### src/rtl/operand_dbuf_if.sv
// Operand double-buffer bus: network word write side plus whole-frame read side.
interface operand_dbuf_if #(
    parameter int WIDTH      = 16,
    parameter int NUM_INPUTS = 8
);
    logic             w_valid;
    logic             w_ready;
    logic [WIDTH-1:0] w_data;
    logic             w_last;
    logic             rd_valid;
    logic             rd_ready;
    logic [WIDTH-1:0] r_data [NUM_INPUTS+1];

    modport master (
        output w_valid, w_data, w_last, rd_ready,
        input  w_ready, rd_valid, r_data
    );

    modport slave (
        input  w_valid, w_data, w_last, rd_ready,
        output w_ready, rd_valid, r_data
    );
endinterface

### src/rtl/operand_dbuf.sv
// Multi-bank frame buffer collecting NUM_INPUTS operands plus a config word per frame.
// Optional macro OPERAND_DBUF_ZERO_RD_EN forces r_data to zero while no frame is presented.
module operand_dbuf #(
    parameter int WIDTH      = 16,
    parameter int NUM_INPUTS = 8,
    parameter int NUM_BANKS  = 2
) (
    input  logic          clk,
    input  logic          reset,
    operand_dbuf_if.slave bus,
    output logic          frame_done,
    output logic          frame_err
);
    localparam int WORDS = NUM_INPUTS + 1;
    localparam int IW    = $clog2(WORDS);
    localparam int PW    = $clog2(NUM_BANKS);
    localparam int CW    = $clog2(NUM_BANKS + 1);

    typedef logic [WIDTH-1:0] word_t;

    word_t         bank_q [NUM_BANKS][WORDS];
    word_t         bank_d [NUM_BANKS][WORDS];
    logic [IW-1:0] widx_q, widx_d;
    logic [PW-1:0] fill_ptr_q, fill_ptr_d;
    logic [PW-1:0] rd_ptr_q, rd_ptr_d;
    logic [CW-1:0] full_cnt_q, full_cnt_d;
    logic          frame_done_q, frame_done_d;
    logic          frame_err_q, frame_err_d;
    logic          wr_xfer, rd_xfer, commit, abort;

    function automatic logic [PW-1:0] next_ptr(input logic [PW-1:0] p);
        return (p == PW'(NUM_BANKS - 1)) ? '0 : p + PW'(1);
    endfunction

    assign bus.w_ready  = ~reset & (full_cnt_q < CW'(NUM_BANKS));
    assign bus.rd_valid = ~reset & (full_cnt_q != '0);
    assign frame_done   = frame_done_q;
    assign frame_err    = frame_err_q;

    // The config word always commits the frame; an early w_last throws the partial frame away.
    always_comb begin
        wr_xfer      = bus.w_valid & bus.w_ready;
        rd_xfer      = bus.rd_valid & bus.rd_ready;
        commit       = wr_xfer & (widx_q == IW'(NUM_INPUTS));
        abort        = wr_xfer & ~commit & bus.w_last;
        bank_d       = bank_q;
        widx_d       = widx_q;
        fill_ptr_d   = fill_ptr_q;
        rd_ptr_d     = rd_ptr_q;
        full_cnt_d   = full_cnt_q;
        frame_done_d = commit;
        frame_err_d  = abort | (commit & ~bus.w_last);

        if (wr_xfer)
            bank_d[fill_ptr_q][widx_q] = bus.w_data;
        if (commit || abort)
            widx_d = '0;
        else if (wr_xfer)
            widx_d = widx_q + IW'(1);
        if (commit)
            fill_ptr_d = next_ptr(fill_ptr_q);
        if (rd_xfer)
            rd_ptr_d = next_ptr(rd_ptr_q);
        if (commit && !rd_xfer)
            full_cnt_d = full_cnt_q + CW'(1);
        else if (!commit && rd_xfer)
            full_cnt_d = full_cnt_q - CW'(1);
    end

    always_ff @(posedge clk) begin
        if (reset) begin
            for (int b = 0; b < NUM_BANKS; b++)
                for (int w = 0; w < WORDS; w++)
                    bank_q[b][w] <= '0;
            widx_q       <= '0;
            fill_ptr_q   <= '0;
            rd_ptr_q     <= '0;
            full_cnt_q   <= '0;
            frame_done_q <= 1'b0;
            frame_err_q  <= 1'b0;
        end else begin
            bank_q       <= bank_d;
            widx_q       <= widx_d;
            fill_ptr_q   <= fill_ptr_d;
            rd_ptr_q     <= rd_ptr_d;
            full_cnt_q   <= full_cnt_d;
            frame_done_q <= frame_done_d;
            frame_err_q  <= frame_err_d;
        end
    end

    always_comb begin
        for (int i = 0; i < WORDS; i++) begin
`ifdef OPERAND_DBUF_ZERO_RD_EN
            bus.r_data[i] = bus.rd_valid ? bank_q[rd_ptr_q][i] : '0;
`else
            bus.r_data[i] = bank_q[rd_ptr_q][i];
`endif
        end
    end
endmodule

### src/flat_wrapper.sv
// flat-port wrapper written by rule: the top's interface ports become plain ports
module operand_dbuf_flat 
#(
    parameter int WIDTH      = 16,
    parameter int NUM_INPUTS = 8,
    parameter int NUM_BANKS  = 2
)
  (clk, reset, frame_done, frame_err, bus_w_valid, bus_w_data, bus_w_last, bus_rd_ready, bus_w_ready, bus_rd_valid, bus_r_data);
  operand_dbuf_if #(.WIDTH(WIDTH), .NUM_INPUTS(NUM_INPUTS)) bus_i ();
  input  logic clk;
  input  logic reset;
  output logic frame_done;
  output logic frame_err;
  input wire logic [$bits(bus_i.w_valid)-1:0] bus_w_valid;
  input wire logic [$bits(bus_i.w_data)-1:0] bus_w_data;
  input wire logic [$bits(bus_i.w_last)-1:0] bus_w_last;
  input wire logic [$bits(bus_i.rd_ready)-1:0] bus_rd_ready;
  output wire logic [$bits(bus_i.w_ready)-1:0] bus_w_ready;
  output wire logic [$bits(bus_i.rd_valid)-1:0] bus_rd_valid;
  output wire logic [$bits(bus_i.r_data)-1:0] bus_r_data;
  assign bus_i.w_valid = bus_w_valid;
  assign bus_i.w_data = bus_w_data;
  assign bus_i.w_last = bus_w_last;
  assign bus_i.rd_ready = bus_rd_ready;
  assign bus_w_ready = bus_i.w_ready;
  assign bus_rd_valid = bus_i.rd_valid;
  assign bus_r_data = {>>{bus_i.r_data}};
  operand_dbuf #(.WIDTH(WIDTH), .NUM_INPUTS(NUM_INPUTS), .NUM_BANKS(NUM_BANKS)) u_core (.clk(clk), .reset(reset), .bus(bus_i), .frame_done(frame_done), .frame_err(frame_err));
endmodule
### config.mk
export PLATFORM = sky130hd
export DESIGN_NAME = operand_dbuf_flat
export DESIGN_NICKNAME = d
export VERILOG_FILES = /design/src/rtl/operand_dbuf_if.sv /design/src/rtl/operand_dbuf.sv /design/src/flat_wrapper.sv
export SDC_FILE = /design/constraint.sdc
export NUM_CORES = 1
export LEC_CHECK = 0
export CORE_AREA = 2 2 226 228
export CTS_CLUSTER_DIAMETER = 200
export DETAILED_ROUTE_END_ITERATION = 7
export DIE_AREA = 0 0 228 230
export PLACE_DENSITY = 0.52
export SYNTH_ARGS = -nofsm -noshare
export SYNTH_HDL_FRONTEND = slang
export SYNTH_SLANG_ARGS = --single-unit
export TNS_END_PERCENT = 1
### constraint.sdc
create_clock -name clk -period 2.6 [get_ports clk]
set_clock_uncertainty 0.1 [all_clocks]
set_input_delay 0.52 -clock clk [delete_from_list [all_inputs] [get_ports clk]]
set_output_delay 0.52 -clock clk [all_outputs]
set_load 0.01 [all_outputs]
Word-level counts from Yosys, hierarchy flattened
Cells that the tools add are included.
- flip-flop bits (word level): 298
- input bits: 21
- output and inout port bits: 148
- word-level logic and storage cells: 73
- add/sub/neg operators: 5
- magnitude comparators: 6
- equality and inequality tests: 1
- muxes and demuxes: 12
- bitwise logic cells: 15
- reductions and logical operators: 10
- operators with widths (kind ; number):
    $mux 144 ; 4
    $bwmux 288 ; 1
    $demux 144 s1 ; 1
    $demux 16 s4 ; 1
    $mux 16 ; 1
    $and 1x1->1 ; 8
    $ge 5x5->1 const B ; 1
    $lt 5x1->1 const B ; 1
    $not 4->5 ; 1
    $add 4x1->4 const B ; 1
    $eq 4x4->1 const B ; 1
    $ge 2x2->1 const B ; 2
    $logic_and 1x1->1 ; 4
    $mux 2 ; 2
    $not 1->2 ; 2
    $reduce_bool 2->1 ; 2
    $not 1->1 ; 3
    $add 1x1->1 const B ; 2
    $add 2x1->2 const B ; 1
    $logic_not 1->1 ; 2
    $lt 2x1->1 const B ; 1
    $lt 2x2->1 const B ; 1
    $mux 1 ; 2
    $reduce_or 2->1 ; 1
    3 further kinds ; 3

Depth between registers and ports, before layout
Gate-level depths: netlist (run 1).
- word-level depth: 9
- gate-level depth with buffers: 10

Worst setup path after synthesis (run 1)
Ideal clock, no wire load.
- kind: register to register
- from: register u_core.widx_q[0]
- to: register u_core.full_cnt_q[1]
- setup time: 0.070 ns
- arrival: 2.284 ns
- required time: 2.430 ns
- slack: 0.146 ns
- cell stages (with the launch flop): 10
- cells stage by stage: dfxtp_1 inv_1 ha_1 nand2_1 clkbuf_1 clkbuf_1 nor2_1 ha_1 or3_1 a21oi_1
- cells in the longest elaborated chain, start to end: 5
- RTL lines (what ; RTL line ; RTL):
    from (decl) ; operand_dbuf.sv:23 ; logic [IW-1:0] widx_q, widx_d;
    from (signal assigned) ; operand_dbuf.sv:83 ; widx_q <= widx_d;
    $eq 4x4->1 (*) ; operand_dbuf.sv:44 ; commit = wr_xfer & (widx_q == IW'(NUM_INPUTS));
    $and 1x1->1 (*) ; operand_dbuf.sv:44 ;
    named net u_core.commit ; operand_dbuf.sv:29 ; logic wr_xfer, rd_xfer, commit, abort;
    $logic_not 1->1 ; operand_dbuf.sv:66 ; else if (!commit && rd_xfer)
    $logic_and 1x1->1 ; operand_dbuf.sv:66 ;
    $reduce_bool 2->1 (no source line) ; - ;
    to (signal assigned) ; operand_dbuf.sv:86 ; full_cnt_q <= full_cnt_d;
    to (decl) ; operand_dbuf.sv:26 ; logic [CW-1:0] full_cnt_q, full_cnt_d;
Mark *: on every way through the listed nets, which the timed path passes. The rest lies on a longest branch.
A chain may end at the register's enable or synchronous reset.

Final worst setup path (run 1)
- from: register u_core.rd_ptr_q
- to: output port bus_r_data[98]
- cells in the longest elaborated chain, start to end: 4
- RTL lines (what ; RTL line ; RTL):
    from (decl) ; operand_dbuf.sv:25 ; logic [PW-1:0] rd_ptr_q, rd_ptr_d;
    from (signal assigned) ; operand_dbuf.sv:85 ; rd_ptr_q <= rd_ptr_d;
    $not 1->2 (not written as such) ; operand_dbuf.sv:97 ; bus.r_data[i] = bank_q[rd_ptr_q][i];
    $mux 144 (3 in series) ; - ;
    to (decl) ; flat_wrapper.sv:20 ; output wire logic [$bits(bus_i.r_data)-1:0] bus_r_data;
No other way between the ends. The select of a mux whose other input is x is not followed.

==> impl_metrics.tcl, run 1 <==
set metrics [dict create \
    drt-total-wl_um 51300 \
    syn_to_final_growth_pct 26.8 \
    grt_pass1_wl_um 75400 \
    arrival_ps 1970 \
    dieHeight_um 230 \
    cts_buffer_depth 3 \
    crit_required_ps 1980 \
    period_needed_ps 2590 \
    synth_top_area_cell "dfxtp_1" \
    slowest_delay_ps 400 \
    irDropWorstVdd_uv 322 \
    cpMaxStageDelayCell "dfxtp_4" \
    layout.nets 1688 \
    placed_area_mm2 0.0157 \
    hp-class "primary input to flip-flop" \
    clk_latency_ps 520 \
    drive_above_1_share_pct 18.4 \
    hpwl_um 30100 \
    p_per_area_mw_per_mm2 564 \
    slew_viol_final 0 \
    r2r_start "u_core.widx_q[0]" \
    cts-root-buf "clkbuf_16" \
    ios 169 \
    grt_max_degree 183 \
    die_area_mm2 0.0524 \
    ant_nets 0 \
    cap_violations 0 \
    drt_iter0_drc 1140 \
    htreeDepth 2 \
    ys_ff_latch 298 \
    rows 82 \
    route.detailed.drc 0 \
    synthesis.nets 1614 \
    clkTransAtPathRegs_ps 60 \
    max-slew-margin-rel_pct 20.3 \
    hold_buffers 0 \
    yosysWarnings 0 \
    startpoint_type "flip-flop" \
    yosysUniqueCellTypes 32 \
    synth_area_leaders "dfxtp_1 45%, mux2_2 12%, a21oi_1 11%, o21ai_0 10%, nand3_1 10%" \
    endpoint_kind "primary output" \
    path_class "flip-flop to primary output" \
    worst_pin_slew_ps 1200 \
    max_clock_freq_mhz 386 \
    multi_input_area_mm2 0.00666 \
    critPathMaxFanout 14 \
    cts_buffers 34 \
    avgViaCountPerCell 5.35 \
    core_area_mm2 0.0499 \
    ys_seq_area_share_pct 44.7 \
    dr_total_vias 12592 \
    reg2reg_depth 5 \
    r2r_setup_slack_ps 360 \
    grt_pass1_vias 11844 \
    status "completed" \
    wl_per_cell_um 21.8 \
    rsz0062_at_grt "true" \
    yosysTopAreaCellShare_pct 44.7 \
    gp_congestion 0.762 \
    holdPathStages 2 \
    fin_area_mm2 0.0169 \
    start_util_pct 26.8 \
    crit_path_cell_trace "buf_12, buf_16, mux2_2, dlygate4sd2_1" \
    port_buffers 168 \
    setup_viol 0 \
    fillers 5191 \
    cts.sinks 298 \
    avgSynthCellArea_um2 8.40 \
    dr.pass1.iters 5 \
    syn_area_mm2 0.0133 \
    cts_tree "done" \
    overflow 0 \
    power.total_uw 9540 \
    fin_crit_sh_pct 99.6 \
    hold_path_end "u_core.full_cnt_q[1]" \
    grt_use_total_pct 18.5 \
    antenna_found_initial 3 \
    regArea_mm2 0.00597 \
    min_from "reset" \
    rr_endpoint "u_core.bank_q[284]" \
    die_w_um 228 \
    power_leakage_uw 0.00604 \
    netlist_instances 1588 \
    finalHoldViolations 0 \
]
per-layer routing:
| layer | GRT usage, % | vias up | routed length, um |
|---|---|---|---|
| li1 | - | 5855 | - |
| met1 | 25.0 | 6167 | 22600 |
| met2 | 29.8 | 478 | 23900 |
| met3 | 3.00 | 88 | 3210 |
| met4 | 6.80 | 4 | 1600 |
| met5 | 0 | - | 26 |
critical path, delay by kind of cell (launching register included):
kind,cells,cell delay (ps)
buffers and inverters,3,640
flip-flops,1,400
multiplexers,1,400
layout by cell type (no fill, tap or decap), types with 7 or more instances in the layout:
master | synthesis | layout
clkbuf_16 | 0 | 38
buf_12 | 0 | 11
clkbuf_2 | 0 | 21
dfxtp_1 | 298 | 297
or4b_1 | 16 | 16
dlygate4sd2_1 | 0 | 89
clkbuf_1 | 194 | 7
o21ai_0 | 276 | 276
clkdlybuf4s50_1 | 0 | 23
o31ai_1 | 16 | 16
a21oi_1 | 294 | 294
buf_16 | 0 | 9
mux2_2 | 144 | 127
buf_4 | 0 | 57
mux2_4 | 0 | 17
clkinv_2 | 0 | 8
clkdlybuf4s15_1 | 0 | 32
nand3_1 | 274 | 274
area by class of cell:
class	instances	area share [%]
Multi-Input combinational cell	1074	39.3
Sequential cell	298	35.3
Timing Repair Buffer	249	14.5
Clock buffer	44	5.49
Tap cell	672	4.97
Clock inverter	9	0.288
Inverter	5	0.111
Antenna cell	1	0.0148
per-stage QoR:
stage | hold slack (ps) | std cells | utilization (%) | TNS [ps] | setup slack [ps]
floorplan | 341 | 1588 | - | 0 | 146
global placement | 351 | 2284 | 31.5 | 0 | 50.5
detailed placement | 360 | 2284 | 31.5 | 0 | 17.3
CTS | 200 | 2348 | 33.8 | -358 | -51.8
global route | 214 | 2351 | 33.9 | -242 | -25.0
finish | 214 | 2352 | 33.9 | 0 | 10.7
timing repair:
| action | CTS | global route |
|---|---|---|
| setup endpoints to repair | 144 | 77 |
| pin swaps | 0 | 0 |
| endpoints found under the hold margin | 0 | 0 |
| gates cloned | 6 | 3 |
| buffers inserted | 5 | 0 |
| resized for setup | 189 | 65 |
cell usage after synthesis, drive strengths merged:
cell,n
nand4bb,1
o21ai,276
buf,17
dfxtp,298
a21oi,294
o21bai,1
inv,5
or4,1
nor2,6
or3b,5
xor2,2
and3b,4
or3,3
nand2,5
or4b,17
nand4,4
xnor2,1
and3,1
nor3b,5
mux2,144
a31oi,1
nor2b,1
o31ai,16
ha,5
nand3,274
clkbuf,194
nor4bb,1
nand3b,5
nor4b,1
state kept, by name, indices dropped and copies added, names as in the netlist:
name and cells:
u_core.frame_done 1, u_core.frame_err 1, u_core.fill_ptr_q 1, u_core.rd_ptr_q 1
u_core.full_cnt_q 2, u_core.widx_q 4, u_core.bank_q 288
report_power, final:
group          switching (uW)  leakage, uW  internal (uW)  total (uW)
combinational             391      0.00315            139         531
clock                    1910     0.000490           2500        4420
sequential               8.06      0.00240           4580        4590
total                    2310      0.00604           7230        9540
cells by family after synthesis:
kind of cell,count (synthesis),synth area share [%]
AOI/OAI and AO/OA,588,22.4
and+or+nand+nor,334,13.7
DFF,298,44.7
buffers and inverters,216,6.36
muxes,144,12.2
adders and majority gates,5,0.469
xor gates and xnor gates,3,0.197
worst max-delay path by stage:
stage	startpoint	to	slack (ps)	cells after the start
2_1_floorplan	u_core.widx_q[0]	u_core.full_cnt_q[1]	150	9
3_3_place_gp	bus_w_valid	u_core.full_cnt_q[1]	50	6
3_5_place_dp	bus_w_valid	u_core.bank_q[115]	20	6
4_1_cts	u_core.rd_ptr_q	bus_r_data[133]	-50	5
5_1_grt	u_core.rd_ptr_q	bus_r_data[112]	-20	4
6_report	u_core.rd_ptr_q	bus_r_data[98]	10	4
Power figures use the tool's default switching activity.
==> run 2, diff against run 1 <==
--- a/config.mk
+++ b/config.mk
@@ -10,6 +10,7 @@
 export DETAILED_ROUTE_END_ITERATION = 7
 export DIE_AREA = 0 0 228 230
 export PLACE_DENSITY = 0.52
+export SLEW_MARGIN = 20
 export SYNTH_ARGS = -nofsm -noshare
 export SYNTH_HDL_FRONTEND = slang
 export SYNTH_SLANG_ARGS = --single-unit
==> impl_metrics.tcl, run 2 (synthesis gave the netlist of run 1 again) <==
set metrics [dict create \
    top_regs "u_core.bank_q (288), u_core.widx_q (4), u_core.full_cnt_q (2)" \
    layout_commonest_cell "dfxtp_1" \
    placed_cells 2284 \
    dieHeight_um 230 \
    dr_total_vias 12574 \
    irDropWorstVdd_uv 323 \
    endpoint_kind "primary output" \
    period_needed_ps 2590 \
    wl_per_cell_um 21.8 \
    finalHoldViolations 0 \
    setup_viol 0 \
    ant_nets 0 \
    cts-root-buf "clkbuf_16" \
    clk_latency_ps 530 \
    clkTransAtPathRegs_ps 60 \
    avgViaCountPerCell 5.34 \
    grt_pass1_wl_um 75400 \
    p_per_area_mw_per_mm2 563 \
    drt_iter0_drc 1209 \
    instances_no_fill 2353 \
    layout.nets 1688 \
    dr.pass1.iters 5 \
    max_clock_freq_mhz 387 \
    rows 82 \
    dpl_worst_slack_ps 17.3 \
    die_w_um 228 \
    cts_buffers 34 \
    die_area_mm2 0.0524 \
    cts_tree "done" \
    grt_use_total_pct 18.5 \
    hpwl_um 30100 \
    crit_start "u_core.rd_ptr_q" \
    arrival_ps 1970 \
    antenna_found_initial 3 \
    route.detailed.drc 0 \
    fillers 5194 \
    crit_buf_inv 3 \
    cts.sinks 298 \
    worst_pin_slew_ps 889 \
    gp_congestion 0.762 \
    start_util_pct 26.8 \
    cts_buffer_depth 3 \
    grt_pass1_vias 11844 \
    syn_to_final_growth_pct 26.9 \
    overflow 0 \
    cpLargestDelayFamily "buffers and inverters" \
    critPathMaxFanout 14 \
    r2r_start "u_core.widx_q[0]" \
    power.total_uw 9540 \
    power_leakage_uw 0.00604 \
    core_area_mm2 0.0499 \
    hold_buffers 0 \
    fin_crit_sh_pct 99.5 \
    status "completed" \
    path_class "flip-flop to primary output" \
    rsz0062_at_grt "true" \
    setup_ws_ps 14.2 \
    startpoint_type "flip-flop" \
    cap_violations 0 \
    slew_viol_final 0 \
    regMostFlops "u_core.bank_q" \
    port_buffers 168 \
    slowest_delay_ps 400 \
    hp-class "primary input to flip-flop" \
    max-slew-margin-rel_pct 40.8 \
    cpMaxStageDelayCell "dfxtp_4" \
    drive_above_1_share_pct 18.3 \
    mostFrequentLayoutCells "297 x dfxtp_1, 294 x a21oi_1, 276 x o21ai_0" \
    crit_required_ps 1980 \
    ios 169 \
    largest_register_ffs 288 \
    crit_path_cell_trace "buf_12, buf_16, mux2_2, dlygate4sd2_1" \
    grt_max_degree 183 \
    drt-total-wl_um 51400 \
    r2r_setup_slack_ps 360 \
    htreeDepth 2 \
    min_from "reset" \
]
## run 2: changes by cell type in the layout (fill, tap and decap cells not counted)
cell             change
buf_4                -1
diode_2              +1
clkdlybuf4s15_1      +2
clkbuf_2             -2
buf_6                +1
## run 2: timing repair
item | in CTS | in global routing
gates resized for setup | 189 | 63
gates cloned | 6 | 3
setup buffers | 5 | 0
hold endpoints to repair | 0 | 0
setup endpoints to repair | 144 | 77
## run 2: area by class of cell
cell class,instances,area [um2],area share (%)
Clock inverter,9,48.8,0.288
Timing Repair Buffer,249,2470,14.6
Multi-Input combinational cell,1074,6660,39.3
Antenna cell,2,5.00,0.0296
Sequential cell,298,5970,35.2
Inverter,5,18.8,0.111
Tap cell,672,841,4.96
Clock buffer,44,930,5.49
## run 2: path summary, 6_finish.rpt
path / to / cells after the start
max: bus_r_data[98] / 4
min: u_core.full_cnt_q[1] / 2
max reg2reg: u_core.bank_q[218] / 5
min reg2reg: u_core.bank_q[159] / 2
## run 2: where the power goes
group	internal [uW]	total, uW	switching [uW]	leakage, uW
clock network	2500	4420	1910	0.000490
logic	140	530	390	0.00315
registers	4580	4590	8.17	0.00240
## run 2: routing by layer
layer	vias to the layer above	track usage, %	share of wire [%]
met5	-	0	0.051
met2	475	29.8	47
met4	4	6.80	3.1
li1	5856	-	-
met3	89	3.00	5.9
met1	6150	25.0	44
## run 2: through the flow
stage	setup TNS (ps)	hold slack (ps)	area [um2]	utilization [%]
final	0	215	16900	34.0
after floorplan	0	341	13300	-
after global routing	-249	217	16900	34.0
after detailed placement	0	360	15700	31.5
after global placement	0	351	15700	31.5
after CTS	-358	200	16800	33.8
==> patch, RTL diff (flow settings as in run 1) <==
`NUM_BANKS` is set to 2 in 2 places; all go to 4.
--- a/src/rtl/operand_dbuf.sv
+++ b/src/rtl/operand_dbuf.sv
@@ -4,5 +4,5 @@
     parameter int WIDTH      = 16,
     parameter int NUM_INPUTS = 8,
-    parameter int NUM_BANKS  = 2
+    parameter int NUM_BANKS  = 4
 ) (
     input  logic          clk,
--- a/src/flat_wrapper.sv
+++ b/src/flat_wrapper.sv
@@ -4,5 +4,5 @@
     parameter int WIDTH      = 16,
     parameter int NUM_INPUTS = 8,
-    parameter int NUM_BANKS  = 2
+    parameter int NUM_BANKS  = 4
 )
   (clk, reset, frame_done, frame_err, bus_w_valid, bus_w_data, bus_w_last, bus_rd_ready, bus_w_ready, bus_rd_valid, bus_r_data);
Formal check against the unedited RTL: same outputs for any inputs over 4 cycles, from zero or initial values and one cycle with reset high; that may be too few to reach the edited logic, so the function may still have changed.
==> patch against run 1 <==
- the flow now finishes with violations (negative setup slack)
- critical path type unchanged
- highest routed layer is now met4
- count of clock-buffer cells in the layout rose by 59
- sequential share of layout area increased by 2.5 points
- clock power increased by 110%
- combinational power grew 55%
- setup slack worse by 0.18 ns
- wire length is 68% higher
- first-iteration DRC count rose to 2.6 times the old value
- cell area is 85% higher
- synthesized area is 95% higher
- die area unchanged
- sequential power up 97%
- total power grew 100%
- sequential cell count up 291
==> patch: results (changes against run 1) <==
run status - finished, violations left (was finished, final reports clean)
violations in the final reports - negative setup slack
static leakage - 0.00993 uW (was 0.00604 uW)
fraction of layout cells with a size suffix above 1 - 19.3% (was 18.4%)
Buffers excl. clock - 307 (was 249)
relative area of non-clock buffer cells in the final design - 11.9% (was 14.5%)
area fraction in compound gates after synthesis - 22.3% (was 22.4%)
count of nets after finishing - 2,955 (was 1,688)
P per Cell Area - 616 mW/mm2 (was 564 mW/mm2)
critical path peak fanout - 8 (was 14)
cell with the largest stage delay on the worst path - mux4_2 (was dfxtp_4)
met3 wirelength from detailed routing - 6.61 mm (was 3.21 mm)
FFs & Latches - 589 (was 298)
Detail Route met2 WL - 40.7 mm (was 23.9 mm)
total area of multi-input combinational cells - 0.0127 mm2 (was 0.00666 mm2)
xor/xnor cell area share of the yosys netlist - 0.101% (was 0.197%)
post-synthesis cell type count - 36 (was 32)
adder-cell share of the synthesized area - 0.557% (was 0.469%)
highest ir drop seen on vdd - 538 uV (was 322 uV)
Final setup viols - 142 (was 0)
level count of the clock H-tree - 3 (was 2)
mean cell area of the mapped netlist - 8.78 um2 (was 8.40 um2)
net switching fraction of the power - 22.9% (was 24.2%)
global routing usage on met1 - 43.1% (was 25.0%)
Clock Power Share - 48.7% (was 46.3%)
synth top area cells - dfxtp_1 45%, mux4_2 12%, a21oi_1 11% (was dfxtp_1 45%, mux2_2 12%, a21oi_1 11%)
routed wire length - 86.0 mm (was 51.3 mm)
number of vias in the routed layout - 23,700 (was 12,600)
Initial DRT Pass Iterations - 6 (was 5)
diodes inserted - 0 (was 1)
fraction of area in multi-input gates - 40.6% (was 39.3%)
largest net degree at the start of global routing - 242 (was 183)
RD Place Congestion - 0.778 (was 0.762)
multiplexer share of the synthesized area - 12.6% (was 12.2%)
top layer reached by signal wires - met4 (was met5)
CP peak stage delay - 0.55 ns (was 0.40 ns)
largest registers - u_core.bank_q x576, u_core.widx_q x4, u_core.full_cnt_q x3 (was u_core.bank_q x288, u_core.widx_q x4, u_core.full_cnt_q x2)
portion of the layout cell area used by clock cells - 7.00% (was 5.78%)
met3 usage - 6.14% (was 3.00%)
worst setup slack after layout - -0.169 ns (was 0.0107 ns)
clkbuf count - 103 (was 44)
clock insertion delay at the later pin of the skew report - 0.60 ns (was 0.52 ns)
HPWL after detailed placement - 44.6 mm (was 30.1 mm)
instance count after placement with tap cells included - 3,510 (was 2,284)
number of buffers created by CTS - 66 (was 34)
Setup TNS Final - -13.60 ns (was 0 ns)
placed cell areas - 0.0286 mm2 (was 0.0157 mm2)
met1 layer wirelength in the final routing - 35.9 mm (was 22.6 mm)
iteration-0 DRC count of the detailed router - 2,912 (was 1,140)
Signal inverters - 6 (was 5)
[patch: cell count changes after synthesis, moves of 15 or more]
cell,before,now
a21oi_1,294,582
buf_1,12,40
buf_2,0,102
clkbuf_1,194,275
dfxtp_1,298,589
mux2_2,144,2
mux4_2,0,144
nand3_1,274,577
o21ai_0,276,537
o21ai_1,0,43
o31ai_1,16,0
or4b_1,16,1
[patch: worst paths after layout]
kind                                to          startpoint  slack, ns  depth (start not counted)
setup / recovery        bus_r_data[99]  u_core.rd_ptr_q[0]      -0.17                          5
hold / removal      u_core.bank_q[170]      bus_w_data[10]       0.20                          3
setup reg to reg  u_core.full_cnt_q[2]    u_core.widx_q[1]       0.26                         10
hold reg to reg     u_core.bank_q[150]  u_core.bank_q[150]       0.37                          2
[patch: repair_timing]
action / CTS / global route
buffers inserted: 9 / 4
cloned: 9 / 0
endpoints found under the setup margin: 145 / 144
resized for setup: 722 / 14
